### src/rtl/chunk_add_sequencer.sv
// Multi-cycle W-bit add/subtract built from a single 3-bit carry-lookahead adder.
// One 3-bit chunk is processed per cycle, least significant chunk first.

module cla3 (
  input  logic [2:0] i_a,
  input  logic [2:0] i_b,
  input  logic       i_c,
  output logic [2:0] o_s,
  output logic       o_c
);
  logic [2:0] w_g;
  logic [2:0] w_p;
  logic [2:0] w_c;

  assign w_g = i_a & i_b;
  assign w_p = i_a ^ i_b;

  assign w_c[0] = i_c;
  assign w_c[1] = w_g[0] | (w_p[0] & i_c);
  assign w_c[2] = w_g[1] | (w_p[1] & w_g[0]) | (w_p[1] & w_p[0] & i_c);
  assign o_c    = w_g[2] | (w_p[2] & w_g[1]) | (w_p[2] & w_p[1] & w_g[0])
                | (w_p[2] & w_p[1] & w_p[0] & i_c);
  assign o_s    = w_p ^ w_c;
endmodule

// state | meaning
// IDLE  | waiting for start; result outputs hold the last result
// RUN   | one chunk added per cycle, busy=1
// DONE  | result valid, done=1 for this single cycle
module chunk_add_sequencer #(
  parameter  int CHUNKS = 4,
  localparam int W      = 3 * CHUNKS
) (
  input  logic         clk,
  input  logic         reset,
  input  logic         start,
  input  logic         sub,
  input  logic [W-1:0] x,
  input  logic [W-1:0] y,
  output logic         busy,
  output logic         done,
  output logic [W-1:0] sum,
  output logic         c_out,
  output logic         overflow
);
  localparam int IDX_W = (CHUNKS > 1) ? $clog2(CHUNKS) : 1;
  localparam logic [IDX_W-1:0] LAST = IDX_W'(CHUNKS - 1);

  typedef enum logic [1:0] {S_IDLE, S_RUN, S_DONE} state_t;

  state_t           r_state;
  state_t           w_next;
  logic [W-1:0]     r_x;
  logic [W-1:0]     r_y;
  logic [W-1:0]     r_sum;
  logic             r_carry;
  logic             r_ovf;
  logic [IDX_W-1:0] r_idx;
  logic             w_accept;
  logic             w_last;
  logic [2:0]       w_s;
  logic             w_c;

  assign w_accept = start && (r_state != S_RUN);
  assign w_last   = (r_idx == LAST);

  cla3 u_cla3 (
    .i_a (r_x[2:0]),
    .i_b (r_y[2:0]),
    .i_c (r_carry),
    .o_s (w_s),
    .o_c (w_c)
  );

  always_ff @(posedge clk) begin
    if (reset) r_state <= S_IDLE;
    else       r_state <= w_next;
  end

  always_comb begin
    w_next = r_state;
    busy   = 1'b0;
    done   = 1'b0;
    case (r_state)
      S_IDLE: if (start) w_next = S_RUN;
      S_RUN: begin
        busy = 1'b1;
        if (w_last) w_next = S_DONE;
      end
      S_DONE: begin
        done   = 1'b1;
        w_next = start ? S_RUN : S_IDLE;
      end
      default: w_next = S_IDLE;
    endcase
  end

  // Operands rotate and the sum shifts in from the top, so the active chunk
  // always sits in bits [2:0]; after CHUNKS steps every chunk is back in place.
  always_ff @(posedge clk) begin
    if (reset) begin
      r_x     <= '0;
      r_y     <= '0;
      r_sum   <= '0;
      r_carry <= 1'b0;
      r_ovf   <= 1'b0;
      r_idx   <= '0;
    end else if (w_accept) begin
      r_x     <= x;
      r_y     <= y ^ {W{sub}};
      r_carry <= sub;
      r_idx   <= '0;
    end else if (r_state == S_RUN) begin
      r_x     <= (r_x >> 3) | (r_x << (W - 3));
      r_y     <= (r_y >> 3) | (r_y << (W - 3));
      r_sum   <= (r_sum >> 3) | (W'(w_s) << (W - 3));
      r_carry <= w_c;
      r_idx   <= r_idx + 1'b1;
      if (w_last) r_ovf <= (r_x[2] == r_y[2]) && (w_s[2] != r_x[2]);
    end
  end

  assign sum      = r_sum;
  assign c_out    = r_carry;
  assign overflow = r_ovf;
endmodule

### config.mk
export PLATFORM = sky130hd
export DESIGN_NAME = chunk_add_sequencer
export DESIGN_NICKNAME = d
export VERILOG_FILES = /design/src/rtl/chunk_add_sequencer.sv
export SDC_FILE = /design/constraint.sdc
export NUM_CORES = 1
export LEC_CHECK = 0
export ABC_AREA = 1
export CAP_MARGIN = 20
export CORE_UTILIZATION = 54
export CTS_CLUSTER_DIAMETER = 50
export DETAILED_ROUTE_END_ITERATION = 10
export PLACE_DENSITY = 0.91
export SLEW_MARGIN = 5
export SYNTH_ARGS = -nofsm -noshare
export SYNTH_HDL_FRONTEND = slang
export SYNTH_SLANG_ARGS = --single-unit
### constraint.sdc
create_clock -name clk -period 2.5 [get_ports clk]
set_input_delay 0.5 -clock clk [delete_from_list [all_inputs] [get_ports clk]]
set_output_delay 0.5 -clock clk [all_outputs]
set_load 0.01 [all_outputs]
[Word level (Yosys, flattened, before mapping)]
Cells that the tools add are included.
Word-level totals
  bits in registers: 42
  output and inout bits: 16
  input port bits: 28
Cells by class
  bitwise logic cells: 23
  reduce and logical (&&, ||, !) cells: 8
  multiplexer cells: 12
  add/sub/neg operators: 1
  equal/unequal tests: 8
Operators by type and width (count)
  $mux 12: 4
  $or 9x12->12: 3
  $xor 12x12->12: 1
  $and 1x1->1: 9
  $or 1x1->1: 6
  $pmux 2 s3: 1
  $xor 3x3->3: 2
  $mux 1: 5
  $eq 2x2->1 const B: 2
  $mux 2: 2
  $ne 2x2->1 const B: 2
  $reduce_and 2->1: 2
  $and 3x3->3: 1
  $reduce_and 3->1: 1
  $add 2x1->2 const B: 1
  $eq 2x1->1 const B: 1
  $logic_and 1x1->1: 2
  $logic_not 2->1: 1
  $ne 2x1->1 const B: 1
  $reduce_bool 2->1: 1
  $reduce_or 2->1: 1
  $eq 1x1->1: 1
  $ne 1x1->1: 1
  $not 1->1: 1

[Longest topological paths before layout]
Gate-level depths: netlist (run 1).
  word-level depth: 7
  depth in mapped cells: 9

[Modules after synthesis]
Synthesis (run 1) repeated with hierarchy kept, for this count alone.
Unflattened totals
  cells, all modules: 311
  area total of the unflattened synthesis: 2129.5 um^2
Modules (own cells, without submodules)
  chunk_add_sequencer: times used 1, cells an instance 287, sequential area each 840.8 um^2, area an instance 1983.2 um^2
  cla3: times used 1, cells an instance 24, sequential area each 0.0 um^2, area an instance 146.4 um^2

[Least setup slack after synthesis (run 1)]
No wires, ideal clock.
  path type: register to output
  start: reg r_state[0]
  end: out busy
  data required time: 2.000 ns
  cell stages (with the launch flop): 5
  path buffers: 2
  path slack: 1.182 ns
  data arrival time: 0.818 ns
  path through: dfxtp_1 -> inv_2 -> nor2_4 -> buf_4 -> buf_4
Between the ends
  cells in the longest elaborated chain, start to end: 2
RTL lines
  from (decl): RTL line 51  | state_t r_state;
  from (signal assigned): RTL line 77  | else r_state <= w_next;
  $eq 2x1->1: RTL line 84  | case (r_state)
  $mux 1: RTL line 84
  to (decl): RTL line 40  | output logic busy,
Every way passes these cells.

[Worst setup path in the final report (run 1)]
Same ends and word-level chain as after synthesis.

==> results of run 1 <==
flip-flops by register name, indices dropped and copies added (netlist names):
signal,flops
r_x,12
r_y,12
sum,12
r_idx,2
r_state,2
c_out,1
overflow,1
metal layers:
metal | vias to the layer above | track usage, %
met2 | 51 | 39.8
met5 | - | 0
met3 | 6 | 5.80
li1 | 988 | -
met4 | 0 | 7.67
met1 | 895 | 26.4
through the flow:
step / utilization [%] / hold slack [ns] / std cells / total power (W) / setup WS, ns
floorplan: - / 0.455 / 290 / 0.000952 / 1.18
global placement: 67.4 / 0.455 / 369 / 0.00105 / 0.541
detailed placement: 67.4 / 0.472 / 369 / 0.00106 / 0.515
CTS: 69.9 / 0.485 / 377 / 0.00150 / 0.600
global route: 69.9 / 0.510 / 377 / 0.00157 / 0.534
finish: 69.9 / 0.480 / 377 / 0.00149 / 0.601
layout make-up:
cell class / count / area share [%]
clock inverters: 1 / 0.196
flip-flops and latches: 42 / 32.9
well taps: 48 / 2.35
clock buffers: 7 / 3.38
inverters: 33 / 4.94
repair buffers: 46 / 17.7
multi-input cells: 200 / 38.6
cells in the mapped netlist (all sizes together):
| cell type | instances | area [um2] |
|---|---|---|
| a21oi | 12 | 60.1 |
| nand2 | 74 | 290 |
| nand4 | 1 | 6.26 |
| xnor2 | 5 | 43.8 |
| nor3 | 2 | 10.0 |
| buf | 12 | 87.6 |
| xor2 | 5 | 43.8 |
| fa | 1 | 20.0 |
| clkbuf | 3 | 11.3 |
| a211oi | 1 | 7.51 |
| or2 | 4 | 25.0 |
| nand3 | 24 | 120 |
| o22ai | 3 | 18.8 |
| inv | 33 | 126 |
| nor2 | 40 | 160 |
| a31oi | 4 | 25.0 |
| ha | 4 | 50.1 |
| o21ai | 18 | 90.1 |
| dfxtp | 42 | 841 |
| o211ai | 2 | 15.0 |
worst max-delay path, delay by kind of cell (launching register included):
family	cells	cell delay, ns
AND/OR/NAND/NOR	1	0.12
flip-flops	1	0.38
buffers and inverters	2	0.62
cells by family after synthesis:
group	Yosys count	synth area share, %
and+or+nand+nor	145	29.8
buffers and inverters	48	11.0
DFF	42	41.0
AOI/OAI and AO/OA	40	10.5
xor gates and xnor gates	10	4.27
adders and majority gates	5	3.41
report_power, final:
part | leakage (nW) | switching (W) | total, W | internal, W
Clock | 0.0482 | 0.000223 | 0.000445 | 0.000223
Sequential | 0.345 | 0.0000297 | 0.000747 | 0.000717
Combinational | 0.723 | 0.000157 | 0.000299 | 0.000142
worst max-delay path by stage:
stage               cells after the start  slack [ns]      to
floorplan                               4        1.18    busy
global placement                        4        0.54  r_y[9]
detailed placement                      4        0.52  r_y[9]
finish                                  3        0.60    busy
CTS                                     3        0.60    busy
global route                            3        0.53    done
==> flow_summary_export.csv, run 1 <==
group,metric,value,unit
status,outcome,"finished, final reports clean",
route,top_layer_used,"met4",
worst_setup_path,worst_r2r_startpoint,"r_state[0]",
finish,antenna_cells_inserted,0,
synthesis,ys_seq_elements,42,
finish,seq_area,841,um2
cts,cts_inserted_buffers,5,
power,vdd_drop_max,260,uV
sta,clock.fmax,526,MHz
finish,post_route_cells_drive_above_1_share,6.38,%
route,routedWlPerCell,11.1,um
finish,multiInputGateArea,986,um2
cts,clock_path_buffers,2,
route,ant_nets,0,
sta,tns,0,ns
finish,num-nets-final,361,
placed_design,buffer_ports.inserted,43,
worst_setup_path,crit_path_start,"r_state[0]",
route,drt_iter0_drc,143,
route,met3_length,202,um
worst_setup_path,critical_path.reg2reg.endpoint,"r_x[2]",
cts,worst_skew_pair.late_latency,0.29,ns
min_path,min_from,"sum[11]",
min_path,min-delay-path-class,"flop to flop",
cts,clock-root-buffer,"clkbuf_8",
finish,nFillCells,324,
worst_setup_path,worst-path-max-fanout,3,
sta,timing.final.crit_share,76.0,%
cts,post_cts_buffers,0,
placed_design,dp_hpwl,2920,um
worst_setup_path,slowest_stage,"clkdlybuf4s50_1",
power,p_leak,1.12,nW
cts,cts.clk_slew.worst_paths,0.07,ns
grt,globalRoute.totalOverflow,0,
min_path,worst_hold_path.num_cells,2,
worst_setup_path,worst_ep_arrival_time,1.40,ns
sta,worst_clock_skew,0.00547,ns
floorplanning,floorplan.initialDensity,56.0,%
sta,timing.final.max_slew_violations,0,
power,power.density_cell_area,583,mW/mm2
grt,number_of_antenna_violations_at_the_first_check_in_global_routing,0,
grt,first_global_vias,1727,
worst_setup_path,reg2reg_slack,0.87,ns
floorplanning,dieWidth,63.6,um
synthesis,avgSynthCellArea,7.08,um2
route,route.met2.wl,2040,um
sta,finalHoldViolCount,0,
worst_setup_path,crit_chain,"inv_2 > nor2_4 > clkdlybuf4s50_1",
route,drc_errors,0,
floorplanning,fp.dieArea,0.00405,mm2
floorplanning,floorplan.rows,22,
worst_setup_path,cp.required,2.00,ns
sta,rsz_0062_raised_after_global_routing,"false",
cts,ctsHoldBuffers,0,
flow_run,drv_cap,0,
cts,clock_sink_count,42,
synthesis,mappedNetlistNets,323,
synthesis,postSynthCellCount,290,
cts,clock_tree.htree_level_count,2,
floorplanning,core_area,0.00366,mm2
synthesis,ys_types,30,
worst_setup_path,startpoint_type,"flop",
cts,tritoncts_clock_tree,"done",
placed_design,place_congestion,0.784,
sta,setup_viol,0,
finish,commonest_cells_after_routing_fill_and_taps_aside,"71 x nand2_1, 43 x clkdlybuf4s50_1, 42 x dfxtp_1",
route,vias_per_cell,5.15,
cts,cts_repair_resize_count,0,
worst_setup_path,crit_type,"flop to output pin",
min_path,timing.hold.worst_endpoint,"sum[8]",
synthesis,ys_warn_count,0,
floorplanning,die_h,63.6,um
placed_design,placed_cell_area,0.00247,mm2
grt,grt_usage,22.7,%
finish,flow.area_growth_from_synthesis,24.6,%
route,wirelength_met1,1880,um
grt,global_route_wire_length_before_repair,7220,um
worst_setup_path,longest_individual_stage_delay_on_the_worst_path,0.55,ns
sta,slew-limit-headroom,56.1,%
route,routed-via-count,1940,
finish,fin_area,0.00256,mm2
synthesis,ys_seq_area_share,41.0,%
worst_setup_path,timing.reg2reg.worst_path_depth,9,
floorplanning,boundaryPins,44,
grt,largest_net_degree_at_the_start_of_global_routing,39,
route,detail_route.first_pass.iterations,4,
synthesis,mappedNetlistArea,0.00205,mm2
worst_setup_path,endpoint_kind,"output pin",
sta,worst_pin_slew,0.656,ns
sta,layout_min_cycle_time,1.90,ns
route,totalWireLength,4180,um
finish,mostFrequentLayoutCell,"nand2_1",
Note: power is estimated with default switching activity, not from simulation.
==> inputs of run 2 (changes only) <==
--- a/config.mk
+++ b/config.mk
@@ -7,10 +7,10 @@
 export LEC_CHECK = 0
 export ABC_AREA = 1
 export CAP_MARGIN = 20
-export CORE_UTILIZATION = 54
+export CORE_UTILIZATION = 45
 export CTS_CLUSTER_DIAMETER = 50
 export DETAILED_ROUTE_END_ITERATION = 10
-export PLACE_DENSITY = 0.91
+export PLACE_DENSITY = 0.82
 export SLEW_MARGIN = 5
 export SYNTH_ARGS = -nofsm -noshare
 export SYNTH_HDL_FRONTEND = slang
==> constraint.sdc (replaced) <==
create_clock -name clk -period 1.7 [get_ports clk]
set_input_delay 0.34 -clock clk [delete_from_list [all_inputs] [get_ports clk]]
set_output_delay 0.34 -clock clk [all_outputs]
set_load 0.01 [all_outputs]
==> run 2 against run 1 <==
  * Global-route usage decreased by 3.8 points
  * Combinational power increased by 54%
  * Via count decreased by 3.1%
  * Critical path depth decreased by 2
  * Sequential cell count unchanged
  * Clock skew decreased by 0.0030 ns
  * Register-to-register slack got worse by 0.56 ns
  * Worst hold slack got worse by 0.0037 ns
  * Sequential power increased by 47%
  * Worst setup slack got worse by 0.48 ns
  * Cell area increased by 3.3%
  * Critical endpoint is now c_out
  * Largest cell class unchanged
  * Largest power group unchanged
==> flow_summary_export.csv, run 2 (synthesis gave the netlist of run 1 again) <==
group,metric,value,unit
floorplanning,dieWidth,69.5,um
sta,clock.fmax,632,MHz
worst_setup_path,endpoint_kind,"output pin",
grt,first_global_vias,1746,
sta,slew-limit-headroom,59.2,%
sta,setup_viol,0,
grt,grt.busiest_layer,"met2",
sta,rsz_0062_raised_after_global_routing,"false",
floorplanning,floorplan.initialDensity,47.1,%
floorplanning,floorplan.rows,24,
worst_setup_path,worst_r2r_startpoint,"r_state[0]",
grt,number_of_antenna_violations_at_the_first_check_in_global_routing,0,
power,vdd_drop_max,443,uV
finish,antenna_cells_inserted,0,
status,outcome,"finished, final reports clean",
finish,commonest_cells_after_routing_fill_and_taps_aside,"71 x nand2_1, 41 x clkdlybuf4s50_1, 41 x dfxtp_1",
grt,grt_util_met1,23.7,%
floorplanning,core_area,0.00435,mm2
finish,flow.area_growth_from_synthesis,28.7,%
sta,timing.final.crit_share,93.1,%
worst_setup_path,timing.reg2reg.worst_path_depth,8,
flow_run,drv_cap,0,
cts,clock_tree.htree_level_count,2,
sta,worst_pin_slew,0.612,ns
worst_setup_path,worst-path-max-fanout,6,
worst_setup_path,cp.depth,1,
cts,clock_path_buffers,2,
floorplanning,fp.dieArea,0.00483,mm2
placed_design,place_congestion,0.796,
cts,cts.clk_slew.worst_paths,0.08,ns
sta,layout_min_cycle_time,1.58,ns
placed_design,dp_hpwl,3020,um
min_path,timing.hold.worst_endpoint,"sum[8]",
sta,timing.final.max_slew_violations,0,
worst_setup_path,critical_path_buf_inv_count,1,
floorplanning,die_h,69.5,um
sta,tns,0,ns
worst_setup_path,timing.critical_path.max_delay_family,"buffers and inverters",
floorplanning,boundaryPins,44,
sta,finalHoldViolCount,0,
grt,global_route_wire_length_before_repair,7430,um
worst_setup_path,longest_individual_stage_delay_on_the_worst_path,0.55,ns
worst_setup_path,crit_chain,"clkdlybuf4s50_1",
min_path,worst_hold_path.num_cells,2,
worst_setup_path,slowest_stage,"clkdlybuf4s50_1",
worst_setup_path,worst_ep_arrival_time,1.24,ns
cts,tritoncts_clock_tree,"done",
grt,largest_net_degree_at_the_start_of_global_routing,25,
worst_setup_path,reg2reg_slack,0.31,ns
route,detail_route.first_pass.iterations,4,
worst_setup_path,crit_path_start,"c_out",
finish,num-nets-final,366,
grt,gr-usage-met2,32.3,%
placed_design,buffer_ports.inserted,43,
route,drc_errors,0,
cts,cts_inserted_buffers,5,
min_path,min-delay-path-class,"flop to flop",
route,routedWlPerCell,10.9,um
finish,mostFrequentLayoutCell,"nand2_1",
cts,worst_skew_pair.late_latency,0.29,ns
route,totalWireLength,4220,um
power,total_power,0.00233,W
grt,met3_usage,3.05,%
worst_setup_path,critical_path.reg2reg.endpoint,"r_x[2]",
cts,clock_sink_count,42,
min_path,min_from,"sum[11]",
finish,post_route_cells_drive_above_1_share,8.38,%
cts,post_cts_buffers,0,
route,vias_per_cell,4.87,
worst_setup_path,cp.required,1.36,ns
cts,clock-root-buffer,"clkbuf_8",
grt,grt_usage,18.9,%
route,routed-via-count,1880,
power,power.density_cell_area,883,mW/mm2
route,ant_nets,0,
worst_setup_path,crit_type,"flop to output pin",
power,p_leak,1.17,nW
grt,globalRoute.totalOverflow,0,
route,drt_iter0_drc,124,
sta,worst_clock_skew,0.00248,ns
worst_setup_path,startpoint_type,"flop",
-- run 2: report_power, final --
part	total, W	leakage (nW)	internal (W)	switching [W]
Combinational	0.000461	0.764	0.000226	0.000235
Clock	0.000771	0.0579	0.000432	0.000339
Sequential	0.00110	0.345	0.00106	0.0000442
Total	0.00233	1.17	0.00171	0.000618
-- run 2: cell type report --
cell class                      count  area, um2
Inverter                           33        126
Fill cell                         413       1710
Clock buffer                        5       68.8
Sequential cell                    42        842
Timing Repair Buffer               51        513
Clock inverter                      3       40.0
Multi-Input combinational cell    200        986
Tap cell                           52       65.1
-- run 2: worst min-delay path, delay by kind of cell (launching register included) --
kind                   cells  cell delay (ns)
DFF                        1             0.32
buffers and inverters      1             0.06
AOI/OAI and AO/OA          1             0.05
-- run 2: through the flow --
| stage | worst slack [ns] | util, % | instance area [um2] | instances | hold WS [ns] |
|---|---|---|---|---|---|
| detailed placement | 0.0242 | 58.2 | 2530 | 378 | 0.471 |
| global route | 0.0829 | 60.7 | 2640 | 386 | 0.500 |
| CTS | 0.0256 | 60.6 | 2640 | 386 | 0.477 |
| global placement | 0.0494 | 58.2 | 2530 | 378 | 0.461 |
| finish | 0.118 | 60.7 | 2640 | 386 | 0.476 |
| floorplan | 0.419 | - | 2050 | 290 | 0.455 |
-- run 2: how the worst max path moves through the flow --
stage,endpoint,slack [ns]
2_1_floorplan,sum[10],0.42
3_3_place_gp,overflow,0.05
3_5_place_dp,overflow,0.02
4_1_cts,c_out,0.03
5_1_grt,c_out,0.08
6_report,c_out,0.12
-- run 2: what timing repair did --
item | CTS | global route
cloned | 0 | 0
hold buffers | 0 | 0
endpoints found under the setup margin | 2 | 1
resized for setup | 2 | 1
-- run 2: metal layers --
metal	vias to the layer above	share of wire [%]
met2	55	47
li1	997	-
met5	-	0
met1	823	47
met3	5	4.8
met4	0	1.4
==> inputs of run 3 (changes only) <==
--- a/config.mk
+++ b/config.mk
@@ -7,10 +7,10 @@
 export LEC_CHECK = 0
 export ABC_AREA = 1
 export CAP_MARGIN = 20
-export CORE_UTILIZATION = 45
+export CORE_UTILIZATION = 30
 export CTS_CLUSTER_DIAMETER = 50
 export DETAILED_ROUTE_END_ITERATION = 10
-export PLACE_DENSITY = 0.82
+export PLACE_DENSITY = 0.61
 export SLEW_MARGIN = 5
 export SYNTH_ARGS = -nofsm -noshare
 export SYNTH_HDL_FRONTEND = slang
==> run 3 against run 2 <==
  * Sequential share of layout area is 0.40 points lower
  * Register-to-register slack got worse by 0.10 ns
  * Global-route usage shrank 5.7 points
  * Combinational power is essentially flat
  * Count of clock-buffer cells in the layout is 1 higher
  * Non-clock buffer count unchanged
  * Routed wire length is 7.9% higher
  * Die area is 48% higher
  * Critical path depth up 2
  * Fmax is 3.9% lower
  * First-iteration DRC count is 23% lower
==> flow_summary_export.csv, run 3 (synthesis gave the netlist of run 1 again) <==
group,metric,value,unit
status,outcome,"finished, final reports clean",
grt,number_of_antenna_violations_at_the_first_check_in_global_routing,0,
route,routed-via-count,1923,
worst_setup_path,reg2reg_slack,0.21,ns
worst_setup_path,endpoint_kind,"output pin",
grt,largest_net_degree_at_the_start_of_global_routing,39,
sta,setup_viol,0,
sta,slew-limit-headroom,73.7,%
placed_design,numPlacedInstances,403,
cts,worst_skew_pair.late_latency,0.29,ns
grt,grt_usage,13.2,%
cts,clock-root-buffer,"clkbuf_8",
worst_setup_path,crit_type,"flop to output pin",
route,totalWireLength,4560,um
finish,mostFrequentLayoutCell,"nand2_1",
sta,worst_clock_skew,0.00499,ns
floorplanning,core_area,0.00646,mm2
sta,timing.final.max_slew_violations,0,
worst_setup_path,worst-path-max-fanout,2,
min_path,worst_hold_path.num_cells,2,
route,vias_per_cell,4.69,
grt,grt.busiest_layer,"met2",
floorplanning,fp.dieArea,0.00717,mm2
finish,num-nets-final,366,
finish,final_cell_count_no_fill,410,
min_path,timing.hold.worst_endpoint,"sum[8]",
finish,antenna_cells_inserted,0,
sta,clock.fmax,608,MHz
floorplanning,floorplan.rows,29,
finish,commonest_cells_after_routing_fill_and_taps_aside,"71 x nand2_1, 42 x clkdlybuf4s50_1, 40 x dfxtp_1",
placed_design,dpl_worst_slack,0.109,ns
min_path,min_from,"sum[11]",
power,p_leak,1.16,nW
floorplanning,boundaryPins,44,
sta,tns,0,ns
min_path,min-delay-path-class,"flop to flop",
floorplanning,floorplan.initialDensity,31.8,%
worst_setup_path,slowest_stage,"clkdlybuf4s50_1",
sta,timing.final.crit_share,96.8,%
finish,flow.area_growth_from_synthesis,30.5,%
cts,ctsHoldBuffers,0,
sta,layout_min_cycle_time,1.65,ns
sta,rsz_0062_raised_after_global_routing,"false",
route,routedWlPerCell,11.1,um
grt,global_route_wire_length_before_repair,7620,um
power,total_power,0.00235,W
sta,worst_pin_slew,0.394,ns
cts,tritoncts_clock_tree,"done",
cts,clock_path_buffers,2,
cts,clock_sink_count,42,
worst_setup_path,longest_individual_stage_delay_on_the_worst_path,0.53,ns
sta,finalHoldViolCount,0,
cts,clock_tree.htree_level_count,2,
grt,first_global_vias,1750,
worst_setup_path,worst_ep_arrival_time,1.31,ns
worst_setup_path,timing.reg2reg.worst_path_depth,9,
placed_design,place_congestion,0.769,
cts,post_cts_buffers,0,
flow_run,drv_cap,0,
worst_setup_path,critical_path.reg2reg.endpoint,"r_x[0]",
cts,cts_inserted_buffers,5,
worst_setup_path,startpoint_type,"flop",
grt,gr-usage-met2,22.7,%
worst_setup_path,crit_chain,"inv_1 > nor2_1 > clkdlybuf4s50_1",
floorplanning,die_h,84.7,um
grt,met3_usage,3.44,%
placed_design,buffer_ports.inserted,43,
power,vdd_drop_max,300,uV
placed_design,dp_hpwl,3290,um
finish,post_route_cells_drive_above_1_share,8.41,%
worst_setup_path,cp.required,1.36,ns
floorplanning,dieWidth,84.7,um
grt,grt_util_met1,16.1,%
cts,cts.clk_slew.worst_paths,0.07,ns
grt,globalRoute.totalOverflow,0,
route,ant_nets,0,
route,drt_iter0_drc,96,
power,power.density_cell_area,879,mW/mm2
route,drc_errors,0,
route,detail_route.first_pass.iterations,6,
sta,post-route-worst-setup-slack,0.0545,ns
worst_setup_path,worst_r2r_startpoint,"r_state[0]",
-- run 3: cell type report --
class                      instances  area (um2)
inverter                          33         126
clock buffer                       6        82.6
timing repair buffer              51         514
tap                               77        96.3
sequential                        42         843
clock inverter                     1        30.0
multi-input combinational        200         986
fill                             697        3780
-- run 3: power by group --
group          internal, W  total [W]  switching, W
clock network     0.000470   0.000794      0.000324
registers          0.00106    0.00110     0.0000443
logic             0.000224   0.000461      0.000237
total              0.00175    0.00235      0.000605
-- run 3: timing repair --
action	in CTS	in global routing
gates resized for setup	2	1
endpoints found under the hold margin	0	0
cloned	0	0
setup endpoints to repair	2	1
-- run 3: worst max path at each step --
stage | start | depth (start not counted) | slack, ns | end
final | r_state[1] | 3 | 0.05 | done
after global routing | r_state[1] | 3 | 0.004 | done
after CTS | c_out | 1 | 0.03 | c_out
after detailed placement | start | 6 | 0.11 | r_y[4]
after global placement | start | 6 | 0.16 | r_y[4]
after floorplan | c_out | 4 | 0.42 | sum[10]
-- run 3: metal layers --
layer	up-vias	wire length (um)
li1	995	-
met1	875	2190
met2	46	2060
met3	7	252
met4	0	51
met5	-	0
-- run 3: through the flow --
step	util, %	hold slack, ns	area [um2]
2_1_floorplan	-	0.455	2050
3_5_place_dp	39.7	0.466	2560
3_3_place_gp	39.7	0.460	2560
5_1_grt	41.5	0.479	2680
6_report	41.5	0.472	2680
4_1_cts	41.5	0.470	2680
-- run 3: worst max-delay path, delay by kind of cell (launching register included) --
kind,cells,cell delay (ns)
AND/OR/NAND/NOR,1,0.08
flip-flops,1,0.35
buffers and inverters,2,0.59
